--- src/rtl/fifo_capture_ctrl.sv ---
// Multi-channel ADC-to-FIFO write controller: clears the FIFO, optionally waits
// for a trigger edge, then writes decimated sample sets until length or full.
module fifo_capture_ctrl #(
    parameter int DATA_WIDTH    = 12,
    parameter int NUM_CH        = 2,
    parameter int LEN_BITS      = 12,
    parameter int DECIM_BITS    = 8,
    parameter int SRST_CYCLES   = 4,
    parameter int SETTLE_CYCLES = 8
) (
    input  logic                         clk,
    input  logic                         rst_n,
    input  logic                         start,
    input  logic                         abort,
    input  logic                         trig_mode,
    input  logic                         trig,
    input  logic [DECIM_BITS-1:0]        decim,
    input  logic [LEN_BITS-1:0]          capture_len,
    input  logic                         sample_vld,
    input  logic [NUM_CH*DATA_WIDTH-1:0] data,
    input  logic                         full,
    output logic                         wr_en,
    output logic [NUM_CH*DATA_WIDTH-1:0] din,
    output logic                         srst,
    output logic                         busy,
    output logic                         done,
    output logic                         overflow,
    output logic [LEN_BITS-1:0]          wr_count
);

    localparam int CNT_MAX = (SRST_CYCLES > SETTLE_CYCLES) ? SRST_CYCLES : SETTLE_CYCLES;
    localparam int CNT_W   = (CNT_MAX > 1) ? $clog2(CNT_MAX) : 1;
    localparam logic [CNT_W-1:0]    SRST_LAST   = CNT_W'(SRST_CYCLES - 1);
    localparam logic [CNT_W-1:0]    SETTLE_LAST = CNT_W'(SETTLE_CYCLES - 1);
    localparam logic [LEN_BITS-1:0] COUNT_SAT   = '1;

    typedef enum logic [2:0] {
        IDLE,
        CLEAN,
        SETTLE,
        ARM,
        CAPTURE,
        DONE
    } state_t;

    state_t                  state_reg, state_next;
    logic [CNT_W-1:0]        cyc_cnt_reg;
    logic [DECIM_BITS-1:0]   decim_cnt_reg;
    logic [DECIM_BITS-1:0]   decim_reg;
    logic [LEN_BITS-1:0]     len_reg;
    logic                    trig_mode_reg;
    logic                    trig_prev_reg;
    logic                    wr_en_reg;
    logic [LEN_BITS-1:0]     wr_count_reg;
    logic                    overflow_reg;
    logic                    clean_entry;
    logic                    issue;
    logic                    full_stop;
    logic [LEN_BITS:0]       count_inc;

    assign count_inc = {1'b0, wr_count_reg} + 1'b1;

    // Abort beats start; start restarts from any state, including CLEAN itself.
    always_comb begin
        state_next  = state_reg;
        clean_entry = 1'b0;
        issue       = 1'b0;
        full_stop   = 1'b0;
        if (abort) begin
            state_next = IDLE;
        end else if (start) begin
            state_next  = CLEAN;
            clean_entry = 1'b1;
        end else begin
            case (state_reg)
                CLEAN: begin
                    if (cyc_cnt_reg == SRST_LAST) state_next = SETTLE;
                end
                SETTLE: begin
                    if (cyc_cnt_reg == SETTLE_LAST) state_next = trig_mode_reg ? ARM : CAPTURE;
                end
                ARM: begin
                    if (trig && !trig_prev_reg) state_next = CAPTURE;
                end
                CAPTURE: begin
                    // A zero decimation count marks a sample that must be written.
                    if (sample_vld && (decim_cnt_reg == '0)) begin
                        if (full) begin
                            full_stop  = 1'b1;
                            state_next = DONE;
                        end else begin
                            issue = 1'b1;
                            if ((len_reg != '0) && (count_inc == {1'b0, len_reg})) state_next = DONE;
                        end
                    end
                end
                default: ;
            endcase
        end
    end

    always_ff @(posedge clk or negedge rst_n) begin
        if (!rst_n) begin
            state_reg     <= IDLE;
            cyc_cnt_reg   <= '0;
            decim_cnt_reg <= '0;
            decim_reg     <= '0;
            len_reg       <= '0;
            trig_mode_reg <= 1'b0;
            trig_prev_reg <= 1'b0;
            wr_en_reg     <= 1'b0;
            wr_count_reg  <= '0;
            overflow_reg  <= 1'b0;
        end else begin
            state_reg <= state_next;
            wr_en_reg <= issue;

            if (clean_entry || (state_next != state_reg)) begin
                cyc_cnt_reg <= '0;
            end else if ((state_reg == CLEAN) || (state_reg == SETTLE)) begin
                cyc_cnt_reg <= cyc_cnt_reg + 1'b1;
            end

            if (clean_entry) begin
                wr_count_reg  <= '0;
                overflow_reg  <= 1'b0;
                decim_cnt_reg <= '0;
                trig_prev_reg <= 1'b0;
                len_reg       <= capture_len;
                trig_mode_reg <= trig_mode;
            end else begin
                trig_prev_reg <= trig;
                if (issue && (wr_count_reg != COUNT_SAT)) wr_count_reg <= wr_count_reg + 1'b1;
                if (full_stop && (len_reg != '0)) overflow_reg <= 1'b1;
                if ((state_reg == CAPTURE) && sample_vld) begin
                    decim_cnt_reg <= (decim_cnt_reg == decim_reg) ? '0 : decim_cnt_reg + 1'b1;
                end
            end

            if ((state_reg != CAPTURE) && (state_next == CAPTURE)) decim_reg <= decim;
        end
    end

    // One write-data register per channel lane.
    generate
        for (genvar gi = 0; gi < NUM_CH; gi++) begin : g_lane
            logic [DATA_WIDTH-1:0] lane_reg;
            always_ff @(posedge clk or negedge rst_n) begin
                if (!rst_n) begin
                    lane_reg <= '0;
                end else if (issue) begin
                    lane_reg <= data[gi*DATA_WIDTH +: DATA_WIDTH];
                end
            end
            assign din[gi*DATA_WIDTH +: DATA_WIDTH] = lane_reg;
        end
    endgenerate

    assign wr_en    = wr_en_reg;
    assign srst     = (state_reg == CLEAN);
    assign busy     = (state_reg != IDLE) && (state_reg != DONE);
    assign done     = (state_reg == DONE);
    assign overflow = overflow_reg;
    assign wr_count = wr_count_reg;

endmodule

--- config.mk ---
export PLATFORM = sky130hd
export DESIGN_NAME = fifo_capture_ctrl
export DESIGN_NICKNAME = d
export VERILOG_FILES = /design/src/rtl/fifo_capture_ctrl.sv
export SDC_FILE = /design/constraint.sdc
export NUM_CORES = 1
export LEC_CHECK = 0
export ABC_AREA = 1
export CAP_MARGIN = 20
export CELL_PAD_IN_SITES_DETAIL_PLACEMENT = 0
export CELL_PAD_IN_SITES_GLOBAL_PLACEMENT = 2
export CORE_MARGIN = 4
export CORE_UTILIZATION = 25
export DETAILED_ROUTE_END_ITERATION = 8
export PLACE_DENSITY = 0.76
export SLEW_MARGIN = 30
export SYNTH_ARGS = -nofsm -noshare
export SYNTH_HDL_FRONTEND = slang
export SYNTH_SLANG_ARGS = --single-unit
--- constraint.sdc ---
create_clock -name clk -period 1.8 [get_ports clk]
set_input_delay 0.18 -clock clk [delete_from_list [all_inputs] [get_ports clk]]
set_output_delay 0.18 -clock clk [all_outputs]
set_load 0.005 [all_outputs]
==> summary.txt, run 1 <==
Run status
  • Status: complete, but fails checks
  • Failing checks: setup timing

Hold path
  • Worst hold-check path type: in -> async

Die
  • Starting Density: 0.259
  • Chip height: ~130 um
  • I/O pins: a little over 90
  • Row Count: 44
  • DIE AREA: between 15000 and 20000 sq um
  • Die width: approximately 130 um
  • Placeable Area: 14700 sq um

CTS
  • Reg clk slew, reported paths: about 0.060 ns
  • Number of CTS-inserted buffers: 9
  • Clk_lat worst skew: 0.34 ns
  • CTS tree: yes
  • CTS max path bufs: 2
  • Root Driver: clkbuf_16
  • CTS H-tree lvls: 3
  • CTS sink cnt: 74

Timing
  • Final Hold Viols: 0
  • Relative slew slack: 0.732
  • WHS: just over 0.3 ns
  • Final setup fails: 23
  • Max-slew violations: 0
  • Fmax: 499 MHz
  • Fin Setup TNS: -3.29 ns
  • Period utilisation layout: 1.11
  • Post-layout minimum cycle time: roughly 2 ns
  • Setup WS post-layout: -0.202 ns
  • Final Skew: just under 0.007 ns
  • RSZ-0062 raised after global routing: true
  • Slew @ Worst Pin: roughly 0.40 ns

Global routing
  • GRT Util Overall: 0.135
  • Antenna violations before repair: 0
  • First-pass GRT wire length: ~19000 um
  • Number of global-route vias before repair: about 3700
  • Largest net degree at the start of global routing: between 40 and 50
  • GRT overflow: 0

Worst setup path
  • CP arrival: 2.27 ns
  • Crit. End Element: register
  • Setup CP Type: reg -> reg
  • Critical path peak fanout: 3
  • Worst R2R Setup Slack: -0.20 ns
  • Required time of the critical path: 2.07 ns
  • Crit start category: register

Final layout
  • Nets: between 700 and 800
  • Layout cells sized above 1: 0.268
  • Layout Utilization: 0.423
  • Syn-to-layout area delta: 63.4%
  • Max reg flops: 24
  • # diodes: 0
  • Final std cells w/o fill: 852

Routing
  • Drt pass-1 iters: 4
  • DRC: 0
  • DR vias/cell: between 4 and 5
  • Final WL: ~12000 um
  • Routed vias: 3698
  • Final antenna-violating net count: 0
  • Wire per inst: between 10 and 15 um
  • Iter 0 DRT Violations: 180

Yosys
  • Syn Std Cell Area: about 3800 sq um
  • Gate count of the mapped netlist: 478
  • Syn Nets: approximately 540
  • Syn_area_per_cell: between 7 and 8 sq um
  • Cell variety after synth: 33
  • Seq/Total Area, Yosys: 0.487
  • Synthesis Warnings: 0
  • Number of synthesized register bits: 74

Power
  • Leak: approximately 3 nW
  • Power per Cell Area: approximately 900 nW/um^2
  • Max VDD drop: ~0.00042 V

Place
  • Pre-CTS setup slack: -0.208 ns
  • DP HPWL: around 8400 um
  • Gp weighted congestion: 0.799
  • Post-Place Cells: 805
  • Port buffer count: 92

Job
  • MaxCap Viol Count: 0
-- cell families (layout without fill, tap and decap cells) --
family                   Yosys count  after routing  synth area share
AND/OR/NAND/NOR                  282            284             0.323
AO/OA/AOI/OAI                     41             41            0.0621
adder cells (fa/ha/maj)            6              6            0.0197
flip-flops                        74             74             0.487
multiplexers                       9              9            0.0263
XOR/XNOR                          12             12            0.0276
buffers and inverters             54            242            0.0542
-- power breakdown --
| part | switching (mW) | internal (mW) |
|---|---|---|
| logic | 0.575 | 0.708 |
| clock network | 0.720 | 1.53 |
| registers | 0.165 | 1.89 |
-- repair_timing --
action                                  CTS  global route
endpoints found under the setup margin   25            58
gates resized for setup                  27            34
pin swaps                                18            14
hold buffers                              1             0
buffers inserted                         24             8
gates cloned                              1             1
endpoints found under the hold margin    27             0
-- through the flow --
stage / total power [mW] / cell area, sq um
after CTS: 5.62 / 6060
after global placement: 3.21 / 5410
final: 5.59 / 6220
after detailed placement: 3.23 / 5410
after global routing: 5.88 / 6220
after floorplan: 2.64 / 3840
-- cells in the mapped netlist (all sizes together) --
cell type,number,share of area
a2111oi,1,0.0023
a21oi,10,0.014
buf,1,0.0020
clkbuf,8,0.0079
dfrtp,74,0.49
ha,6,0.020
inv,45,0.044
mux2,8,0.024
mux2i,1,0.0026
nand2,191,0.19
nand3,24,0.037
nand3b,4,0.0079
nand4,4,0.0066
nor2,51,0.065
nor3,4,0.0066
nor4,1,0.0016
o2111ai,1,0.0023
o21ai,17,0.023
o21bai,1,0.0020
o22ai,11,0.018
or2,3,0.0049
xnor2,7,0.016
xor2,5,0.012
-- layout by cell type (no fill, tap or decap), types with 3 or more instances in the layout --
master	Yosys	final
a21oi_1	9	9
buf_4	1	80
buf_6	0	7
bufinv_16	0	4
clkbuf_16	0	9
clkdlybuf4s50_1	0	87
dfrtp_1	74	71
dfrtp_2	0	3
ha_1	6	3
ha_4	0	3
inv_1	42	37
inv_2	3	4
inv_4	0	4
mux2_2	8	7
nand2_1	183	172
nand2_2	8	15
nand2_4	0	4
nand3_1	21	18
nand3_2	2	4
nand3b_1	4	4
nand4_1	4	4
nor2_1	41	37
nor2_2	4	7
nor2_4	6	7
nor3_1	3	3
o21ai_0	12	12
o21ai_1	4	4
o22ai_1	11	9
xnor2_1	7	7
xor2_1	5	5
-- cell type report --
cell class	instances	area [sq um]
Clock buffer	11	243
Fill cell	1454	8480
Inverter	45	179
Tap cell	184	230
Sequential cell	74	1860
Clock inverter	5	125
Timing Repair Buffer	181	1640
Multi-Input combinational cell	352	1950
-- layer usage --
metal	vias up	track usage	part of all wire
met5	-	0	0
met3	21	0.0229	0.027
met4	0	0.0636	0.029
li1	1885	-	-
met1	1729	0.168	0.45
met2	63	0.230	0.50
-- worst max-delay path, stage by stage, from the launching register on --
cell	delay [ns]
dfrtp_1	0.40
nor2_2	0.16
buf_6	0.13
nand2_4	0.05
buf_4	0.14
nand2_2	0.10
nor2_4	0.05
buf_4	0.13
nor3_2	0.24
xor2_1	0.11
nor2_1	0.22
nand2_2	0.10
nor2_1	0.09
-- final timing paths --
check / cells past startpoint / from / end
worst min register to register: 2 / g_lane[1].lane_reg[3] / g_lane[1].lane_reg[3]
worst max-delay path: 12 / state_reg[0] / cyc_cnt_reg[2]
worst min-delay path: 2 / rst_n / decim_reg[0]
min in group clk: 3 / trig_mode / trig_mode_reg
worst max register to register: 12 / state_reg[0] / cyc_cnt_reg[2]
max in group asynchronous: 3 / rst_n / g_lane[1].lane_reg[5]
(Power assumes the default switching activity.)
==> inputs of run 2 (changes only) <==
CTS_CLUSTER_SIZE = 24   (was default)
TNS_END_PERCENT = 20   (was default)
==> summary.txt, run 2 (synthesized netlist as in run 1, its figures left out) <==
Run status
  • Status: complete, but fails checks
  • Failing checks: setup timing

Place
  • DP Area: 5410 sq um (-0.16%)
  • Gp weighted congestion: 0.774 (-3.1%)
  • Port buffer count: 92 (unchanged)
  • Pre-CTS setup slack: -0.192 ns (+0.0157 ns)
  • DP HPWL: 8280 um (-0.92%)

Worst setup path
  • CP arrival: 2.19 ns (-0.08 ns)
  • Required time of the critical path: 2.02 ns (-0.05 ns)
  • Setup CP Type: reg -> reg
  • Reg2reg end: cyc_cnt_reg[1]
  • Worst R2R Setup Slack: -0.18 ns (+0.03 ns)
  • Critical path peak fanout: 5 (+2)
  • FF-to-FF Start: wr_count[0]
  • Crit start category: register
  • Critical Path Source: wr_count[0]
  • CP Capture Point: cyc_cnt_reg[1]
  • R2R cell count: 17 (+5)
  • Crit. End Element: register

Die
  • I/O pins: 93 (unchanged)
  • Die width: 131 um (unchanged)
  • DIE AREA: 17300 sq um (unchanged)
  • Placeable Area: 14700 sq um (unchanged)
  • Row Count: 44 (unchanged)
  • Starting Density: 0.259 (unchanged)
  • Chip height: 131 um (unchanged)

Timing
  • Max-slew violations: 0 (unchanged)
  • Relative slew slack: 0.689 (-0.0433)
  • RSZ-0062 raised after global routing: true
  • Final setup fails: 13 (-43%)
  • Fmax: 506 MHz (+1.4%)
  • Setup WS post-layout: -0.176 ns (+0.0267 ns)
  • Final Skew: 0.00847 ns (+0.00153 ns)
  • Slew @ Worst Pin: 0.467 ns (+0.0650 ns)
  • Period utilisation layout: 1.10 (-0.0148)
  • Final Hold Viols: 0 (unchanged)
  • Post-layout minimum cycle time: 1.98 ns (-0.0267 ns)

CTS
  • Reg clk slew, reported paths: 0.06 ns (about the same)
  • CTS sink cnt: 74 (unchanged)
  • CTS H-tree lvls: 3 (unchanged)
  • Number of CTS-inserted buffers: 9 (unchanged)
  • CTS max path bufs: 2 (unchanged)
  • Clk_lat worst skew: 0.34 ns (about the same)
  • CTS tree: yes
  • Root Driver: clkbuf_16

Power
  • Power per Cell Area: 850 nW/um^2 (-5.4%)
  • Leak: 2.81 nW (-5.2%)
  • Max VDD drop: 0.000466 V (+10%)
  • Tot Pwr: 5.03 mW (-9.9%)

Final layout
  • Multi-input gate area: 1900 sq um (-2.6%)
  • Nets: 701 (-2.8%)
  • Most common cell after layout, fill and taps aside: nand2_1
  • Storage cell area: 1860 sq um (unchanged)
  • Layout cells sized above 1: 0.235 (-0.0334)
  • Final instance area: 5920 sq um (-4.8%)
  • Filler cells: 1500 (+3.2%)
  • Syn-to-layout area delta: 55.6%
  • # diodes: 0 (unchanged)
  • Commonest non-fill, non-tap cells in the layout: nand2_1 (172), clkdlybuf4s50_1 (88), dfrtp_1 (71)
  • Max reg flops: 24 (unchanged)

Routing
  • Wire per inst: 13.1 um (-3.5%)
  • Drt pass-1 iters: 4 (unchanged)
  • DR vias/cell: 4.28 (-1.5%)
  • Iter 0 DRT Violations: 184 (+2.2%)
  • DRC: 0 (unchanged)
  • Final WL: 10900 um (-5.8%)
  • Final antenna-violating net count: 0 (unchanged)
  • Routed vias: 3558 (-3.8%)

Job
  • MaxCap Viol Count: 0 (unchanged)

Global routing
  • First-pass GRT wire length: 18200 um (-2.9%)
  • GRT Util Overall: 0.130 (-0.00496)
  • Antenna violations before repair: 0 (unchanged)
  • Largest net degree at the start of global routing: 42 (-13%)
  • Number of global-route vias before repair: 3600 (-2.5%)
  • GRT overflow: 0 (unchanged)

Hold path
  • Worst hold-check path type: in -> async
run 2: cell count changes in the layout (fill, tap and decap cells not counted), moves of 2 or more:
cell | previous run | this run
buf_4 | 80 | 62
o22ai_2 | 2 | 0
clkbuf_8 | 1 | 3
inv_1 | 37 | 39
nand2_8 | 2 | 0
o22ai_1 | 9 | 11
inv_4 | 4 | 1
bufinv_16 | 4 | 0
run 2: critical path, stage by stage (launching register included):
cell	delay [ns]
dfrtp_1	0.41
buf_6	0.13
nand2_4	0.04
nor2_4	0.16
buf_6	0.13
nand3_4	0.08
nand3b_1	0.10
nand2_1	0.05
nor2_1	0.09
nand2_1	0.07
nor2_2	0.13
nand2_2	0.08
nand2_2	0.08
nand2_2	0.06
nand2_2	0.06
nand2_2	0.05
nand2_2	0.07
nor2_1	0.05
run 2: what timing repair did:
| action | in CTS | in global routing |
|---|---|---|
| pin swaps | 9 | 17 |
| setup endpoints to repair | 26 | 56 |
| endpoints found under the hold margin | 33 | 0 |
| hold buffers | 1 | 0 |
| cloned | 1 | 0 |
| resized for setup | 27 | 18 |
| buffers inserted | 6 | 4 |
run 2: metrics by stage:
step / TNS, ns / util / hold WS (ns) / std cells
5_1_grt: -4.35 / 0.403 / 0.379 / 832
3_5_place_dp: -2.27 / 0.368 / 0.175 / 804
3_3_place_gp: -1.64 / 0.368 / 0.171 / 804
4_1_cts: -1.34 / 0.397 / 0.350 / 828
2_1_floorplan: -0.562 / - / -0.116 / 478
6_report: -1.52 / 0.403 / 0.335 / 832
run 2: area by class of cell:
class | instances | area share
clock buffers | 14 | 0.0463
clock inverters | 2 | 0.00169
inverters | 45 | 0.0290
multi-input cells | 351 | 0.321
flip-flops and latches | 74 | 0.313
well taps | 184 | 0.0389
repair buffers | 162 | 0.250
run 2: routing by layer:
layer | part of all wire | global-route usage | vias to the layer above
li1 | - | - | 1845
met4 | 0.020 | 0.0560 | 0
met3 | 0.032 | 0.0248 | 14
met2 | 0.52 | 0.230 | 49
met1 | 0.43 | 0.155 | 1650
met5 | 0 | 0 | -
run 2: where the power goes:
group / leakage, nW / switching (mW) / total [mW] / internal, mW
registers: 0.983 / 0.167 / 2.06 / 1.89
logic: 1.69 / 0.558 / 1.26 / 0.699
clock network: 0.143 / 0.675 / 1.72 / 1.04
total: 2.81 / 1.40 / 5.03 / 3.63
run 2: worst min path at each step:
stage	from	endpoint	slack [ns]	cells past startpoint
final	rst_n	decim_reg[0]	0.34	2
after global routing	data[5]	g_lane[0].lane_reg[5]	0.38	3
after CTS	rst_n	len_reg[0]	0.35	2
after detailed placement	rst_n	decim_reg[1]	0.17	1
after global placement	rst_n	decim_reg[1]	0.17	1
after floorplan	rst_n	cyc_cnt_reg[0]	-0.12	0
